==> src/rtl/datapath_sequencer.sv <==
// datapath_sequencer: accepts (num, key) requests, holds the operands for the
// 4-bit encrypt datapath, strobes its enables through the two-register
// pipeline and tracks per-entry occupancy and overwrite status.
module datapath_sequencer (
    input  logic        clock,
    input  logic        reset,
    input  logic        in_valid,
    input  logic [3:0]  in_num,
    input  logic [3:0]  in_key,
    input  logic        clear,
    output logic        in_ready,
    output logic [3:0]  num,
    output logic [3:0]  key,
    output logic        en,
    output logic        we,
    output logic        done,
    output logic [15:0] wr_mask,
    output logic [7:0]  wr_count,
    output logic        overwrite
);

    localparam int unsigned OP_W    = 4;
    localparam int unsigned ENTRIES = 16;
    localparam int unsigned CNT_W   = 8;

    typedef enum logic [2:0] {
        S_IDLE  = 3'd0,
        S_LOAD  = 3'd1,
        S_ROT   = 3'd2,
        S_WRITE = 3'd3,
        S_DONE  = 3'd4
    } state_t;

    state_t               state_q;
    logic [OP_W-1:0]      num_q;
    logic [OP_W-1:0]      key_q;
    logic                 en_q;
    logic                 we_q;
    logic                 done_q;
    logic [ENTRIES-1:0]   wr_mask_q;
    logic [CNT_W-1:0]     wr_count_q;
    logic                 overwrite_q;

    // Sequencer: strobes are registered alongside the state they decode.
    always_ff @(posedge clock) begin
        if (reset) begin
            state_q     <= S_IDLE;
            num_q       <= '0;
            key_q       <= '0;
            en_q        <= 1'b0;
            we_q        <= 1'b0;
            done_q      <= 1'b0;
            wr_mask_q   <= '0;
            wr_count_q  <= '0;
            overwrite_q <= 1'b0;
        end else begin
            case (state_q)
                S_IDLE: begin
                    // Clear first so a same-edge accept only sets its own bit later.
                    if (clear) begin
                        wr_mask_q   <= '0;
                        overwrite_q <= 1'b0;
                    end
                    if (in_valid) begin
                        num_q   <= in_num;
                        key_q   <= in_key;
                        en_q    <= 1'b1;
                        state_q <= S_LOAD;
                    end
                end
                S_LOAD: begin
                    state_q <= S_ROT;
                end
                S_ROT: begin
                    en_q    <= 1'b0;
                    we_q    <= 1'b1;
                    state_q <= S_WRITE;
                end
                S_WRITE: begin
                    we_q              <= 1'b0;
                    done_q            <= 1'b1;
                    wr_mask_q[num_q]  <= 1'b1;
                    wr_count_q        <= wr_count_q + CNT_W'(1);
                    if (wr_mask_q[num_q]) begin
                        overwrite_q <= 1'b1;
                    end
                    state_q <= S_DONE;
                end
                S_DONE: begin
                    done_q  <= 1'b0;
                    state_q <= S_IDLE;
                end
                default: begin
                    en_q    <= 1'b0;
                    we_q    <= 1'b0;
                    done_q  <= 1'b0;
                    state_q <= S_IDLE;
                end
            endcase
        end
    end

    // Ready is a plain decode of the registered state.
    always_comb begin
        in_ready = (state_q == S_IDLE);
    end

    assign num       = num_q;
    assign key       = key_q;
    assign en        = en_q;
    assign we        = we_q;
    assign done      = done_q;
    assign wr_mask   = wr_mask_q;
    assign wr_count  = wr_count_q;
    assign overwrite = overwrite_q;

endmodule

==> config.mk <==
export PLATFORM = sky130hd
export DESIGN_NAME = datapath_sequencer
export DESIGN_NICKNAME = d
export VERILOG_FILES = /design/src/rtl/datapath_sequencer.sv
export SDC_FILE = /design/constraint.sdc
export NUM_CORES = 1
export LEC_CHECK = 0
export ABC_CLOCK_PERIOD_IN_PS = 2000
export CAP_MARGIN = 10
export CORE_MARGIN = 1
export CORE_UTILIZATION = 35
export CTS_CLUSTER_SIZE = 12
export DETAILED_ROUTE_END_ITERATION = 12
export GPL_TIMING_DRIVEN = 0
export PLACE_DENSITY = 0.67
export SLEW_MARGIN = 40
export SYNTH_ARGS = -nofsm -noshare
export SYNTH_HDL_FRONTEND = slang
export SYNTH_SLANG_ARGS = --single-unit
==> constraint.sdc <==
create_clock -name clock -period 2 [get_ports clock]
set_input_delay 0.4 -clock clock [delete_from_list [all_inputs] [get_ports clock]]
set_output_delay 0.4 -clock clock [all_outputs]
set_load 0.01 [all_outputs]
* After elaboration in Yosys (flattened, before gate mapping)
Index checks and enable logic that the tools add are counted.
** Storage, ports and cells
- Output and inout bits :: 37
- Bits of input ports :: 12
- Register bits :: 39
- Logic and storage cells :: 46
** Operators by class
- Reduce and logical (&&, ||, !) cells :: 10
- Equal/unequal tests :: 7
- $add $sub $neg :: 1
- Magnitude comparators :: 2
- Bitwise logic cells :: 2
- Muxes and demuxes :: 15
** Operators by type and width (count)
- 16-bit case mux with 2 select lines :: 1
- 16-bit 2-to-1 mux :: 1
- 16-bit OR :: 1
- 3-bit case mux with 4 select lines :: 1
- 3-bit OR reduction :: 3
- 8-bit by 1-bit adder with 8-bit output, second input constant :: 1
- 1-bit case mux with 2 select lines :: 4
- 3-bit by 2-bit equality test with 1-bit output, second input constant :: 2
- 2-bit inequality test, second input constant :: 3
- 2-bit AND reduction :: 3
- 4-bit by 5-bit < comparator with 1-bit output, second input constant :: 1
- 1-bit 2-to-1 mux :: 5
- 1-bit binary-select mux with 4-bit select :: 1
- 1-bit demux with 4-bit select :: 1
- 4-bit by 1-bit >= comparator with 1-bit output, second input constant :: 1
- 3-bit by 1-bit equality test with 1-bit output, second input constant :: 1
- 3-bit equality test, second input constant :: 1
- 3-bit zero test :: 1
- 3-bit 2-to-1 mux :: 1
- 3-bit AND reduction :: 1
- 2-bit nonzero test :: 1
- 1-bit logical AND :: 1
- 1-bit inverter :: 1

* Longest topological paths before layout
Gate-level depths: netlist of the first run.
- Depth in word-level cells :: 6
- Gate-level depth with buffers :: 6

* Worst setup path after synthesis of the first run
No wires, ideal clock.
- Kind :: register to register
- Start :: register num_q[0] (netlist: num[0])
- End :: register overwrite_q (netlist: overwrite)
- Buffers on the path :: 1
- Setup time :: 0.125 ns
- Slack :: 0.434 ns
- Cell stages (with the launch flop) :: 6
- Data arrival time :: 1.441 ns
- Data required time :: 1.875 ns
- Path through :: dfxtp_1 -> buf_6 -> mux4_1 -> mux2_2 -> nand2_1 -> o221ai_2
** On the way
- Longest elaborated chain between the ends :: 4
** Ends and longest elaborated chain
- start, declared :: line 35 : logic [OP_W-1:0] num_q;
- start signal, assigned :: line 65 : num_q <= in_num;
- 1-bit binary-select mux with 4-bit select :: line 84 : if (wr_mask_q[num_q]) begin
- 1-bit 2-to-1 mux (not written as such) :: line 84
- 2-bit inequality test (no line)
- 3-bit AND reduction (no line)
- end signal, assigned :: line 55 : overwrite_q <= 1'b0;
- end signal, assigned :: line 62 : overwrite_q <= 1'b0;
- end signal, assigned :: line 85 : overwrite_q <= 1'b1;
- end, declared :: line 42 : logic overwrite_q;
No other way between the ends. The select of a mux whose other input is x is not followed.
A chain may end at the register's enable or synchronous reset.

* Worst setup path after layout of the first run
- Start :: register num_q[2] (netlist: num[2])
- End :: output num[2]
** RTL lines
- end, declared :: line 12 : output logic [3:0] num,
No word-level cell between the ends.

==> impl_metrics.env, run 1 <==
export IMPL_avgSynthCellArea_um2=9.13
export IMPL_grt_overflow_total=0
export IMPL_cts_tree="yes"
export IMPL_critPathArrivalTime_ns=1.43
export IMPL_drive_gt1_share_pct=10.7
export IMPL_max_stage_delay_ns=0.60
export IMPL_first_iter_violations=61
export IMPL_fmax_ghz=0.546
export IMPL_tightest_slew_ns=0.561
export IMPL_critPathLaunchType="flip-flop"
export IMPL_cap_violations=0
export IMPL_synth_area_leaders="dfxtp_1, a21oi_1, nor2_1, nand2_1, mux4_1"
export IMPL_numCtsBuffers=5
export IMPL_ant_nets=0
export IMPL_preCtsSetupSlack_ns=-0.0246
export IMPL_route_detailed_drc=0
export IMPL_clk_pin_slew_ns=0.08
export IMPL_floorplan_rows=24
export IMPL_crit_required_ns=1.60
export IMPL_cts_sinks=39
export IMPL_synth_edf_count=0
export IMPL_grt_pass1_wl_um=5990
export IMPL_nets=245
export IMPL_finalHoldViolCount=0
export IMPL_crit_path_top_delay_cell="clkdlybuf4s50_1"
export IMPL_rsz0062_at_grt="no"
export IMPL_fin_skew_ns=0.0123
export IMPL_netlist_instances=177
export IMPL_die_h_um=69.9
export IMPL_drt_pass1_iterations=4
export IMPL_gp_congestion=0.745
export IMPL_synth_cell_types=35
export IMPL_grt_antenna_before_repair=0
export IMPL_io_pins=49
export IMPL_synth_top_area_share_pct=48.3
export IMPL_wl_per_cell_um=12.8
export IMPL_maxSlewHeadroom_pct=62.6
export IMPL_ys_flop_type="dfxtp_1"
export IMPL_dp_final_hpwl_um=2660
export IMPL_start_util_pct=36.8
export IMPL_drv_slew=0
export IMPL_hp_class="reg2reg"
export IMPL_status="completed"
export IMPL_clock_latency_ns=0.30
export IMPL_yosysTopAreaCell="dfxtp_1"
export IMPL_async_flop_share_pct=0
export IMPL_p_per_area_mw_per_mm2=751
export IMPL_timing_setup_tns_ns=0
export IMPL_worst_path_max_fanout=8
export IMPL_syn_nets=190
export IMPL_rr_startpoint="num[3]"
export IMPL_fin_crit_ns=1.83
export IMPL_seq_area_frac_synth_pct=48.3
export IMPL_ir_worst_vdd_v=0.000391
export IMPL_cts_hold_buffers=0
export IMPL_grt_pass1_vias=1313
export IMPL_cts_max_level=2
export IMPL_design_die_area_mm2=0.00489
export IMPL_die_x_um=69.9
export IMPL_cts_root_buf="clkbuf_8"
export IMPL_synthToLayoutAreaGrowth_pct=40.7
export IMPL_synth_seq_cells=39
export IMPL_hp_start="key[2]"
export IMPL_grt_max_degree=14
export IMPL_crit_path_end_kind="primary output"
export IMPL_fin_crit_sh_pct=91.5
export IMPL_p_leak_nw=0.822
export IMPL_grtUsageTotal_pct=15.7
export IMPL_portBuffers=48
export IMPL_design_core_area_mm2=0.00438
export IMPL_critPathTopFamily="buffers and inverters"
export IMPL_n_antenna_cell=0
export IMPL_finalWirelength_um=3660
export IMPL_whs_ns=0.466
export IMPL_p_total_mw=1.71
export IMPL_netlist_area_mm2=0.00162
export IMPL_fin_ws_ns=0.169
export IMPL_setup_viol_count_final=0
export IMPL_viasPerCell=4.90
export IMPL_crit_start="num[2]"
export IMPL_num_vias=1397
export IMPL_cts_buffer_depth=2
export IMPL_yosys_warnings=0
export IMPL_path_class="reg2out"
export IMPL_cp_num_buf_inv=1
export IMPL_worstPathCellList="clkdlybuf4s50_1"
## report_power, final
| group | leakage (nW) | switching, mW | total (mW) | internal [mW] |
|---|---|---|---|---|
| logic | 0.448 | 0.122 | 0.236 | 0.115 |
| registers | 0.316 | 0.0183 | 0.821 | 0.802 |
| clock network | 0.0581 | 0.279 | 0.650 | 0.371 |
## per-layer routing
metal	track usage [%]	share of wire, %	vias up
li1	-	-	714
met3	3.46	4.0	5
met1	20.5	49	643
met4	8.89	1.9	0
met2	24.1	45	35
met5	0	0	-
## stage by stage
| stage | area (um^2) | cells | util [%] |
|---|---|---|---|
| 2_1_floorplan | 1620 | 177 | - |
| 3_3_place_gp | 2160 | 277 | 49.3 |
| 3_5_place_dp | 2160 | 277 | 49.3 |
| 4_1_cts | 2270 | 285 | 51.8 |
| 5_1_grt | 2270 | 285 | 51.8 |
| 6_report | 2270 | 285 | 51.8 |
## flip-flops by register name (all words and copies together) (netlist names)
signal and flops:
wr_count 8, key 4, wr_mask 16, num 4, state_q 3, we 1, en 1, done 1
overwrite 1
## cells by family (layout without fill, tap and decap cells)
family | count (synthesis) | after routing | synth area share [%]
compound gates | 33 | 33 | 11.9
flops | 39 | 39 | 48.3
buf+inv | 14 | 70 | 4.26
fa+ha+maj | 1 | 1 | 0.774
xor+xnor | 7 | 7 | 3.80
simple gates | 76 | 76 | 23.0
mux | 7 | 7 | 7.98
## synthesized netlist by cell type, types with 2 or more instances
| master | n |
|---|---|
| and3_1 | 3 |
| buf_2 | 7 |
| nand2b_1 | 2 |
| xor2_1 | 3 |
| mux4_2 | 2 |
| a31oi_1 | 7 |
| nor3_1 | 3 |
| mux2i_1 | 2 |
| inv_1 | 2 |
| nor2_1 | 28 |
| mux4_1 | 2 |
| nand4_1 | 3 |
| clkbuf_1 | 4 |
| dfxtp_1 | 39 |
| a21oi_1 | 22 |
| nand2_1 | 25 |
| xnor2_1 | 4 |
| nor3_2 | 2 |
## area by class of cell
class                      count  area [um^2]
multi-input combinational    124          766
sequential                    39          781
clock inverter                 3         43.8
tap                           52         65.1
fill                         410         2110
clock buffer                   5         68.8
inverter                       2         7.51
buffer                        12         61.3
timing repair buffer          48          479
## timing repair
item                       in CTS  in global routing
gates resized for setup         1                  0
setup buffers                   0                  0
setup endpoints to repair       1                  0
## cell usage in the layout (no fill, tap or decap), types with 3 or more instances in the layout
cell type        count
clkdlybuf4s50_1     47
dfxtp_1             39
nor2_1              28
nand2_1             25
a21oi_1             22
buf_2                7
a31oi_1              7
clkbuf_8             5
clkbuf_1             4
xnor2_1              4
and3_1               3
nand4_1              3
nor3_1               3
xor2_1               3
## tightest hold or removal path, stage by stage, from the launching register on
cell	delay [ns]
dfxtp_1	0.32
nand2_1	0.05
a21oi_1	0.05
## worst paths after layout
kind,to,slack (ns),depth (start not counted)
worst max register to register,overwrite,0.32,4
worst min register to register,key[2],0.47,2
worst min-delay path,key[2],0.47,2
worst max-delay path,num[2],0.17,1
Note: power is estimated with default switching activity, not from simulation.
==> run 2, diff against run 1 <==
--- a/config.mk
+++ b/config.mk
@@ -11,8 +11,10 @@
 export CORE_UTILIZATION = 35
 export CTS_CLUSTER_SIZE = 12
 export DETAILED_ROUTE_END_ITERATION = 12
+export GPL_ROUTABILITY_DRIVEN = 1
 export GPL_TIMING_DRIVEN = 0
 export PLACE_DENSITY = 0.67
+export SETUP_SLACK_MARGIN = 0.05
 export SLEW_MARGIN = 40
 export SYNTH_ARGS = -nofsm -noshare
 export SYNTH_HDL_FRONTEND = slang
==> results of run 2 <==
Final layout, timing and power as in run 1 (identical DEF).
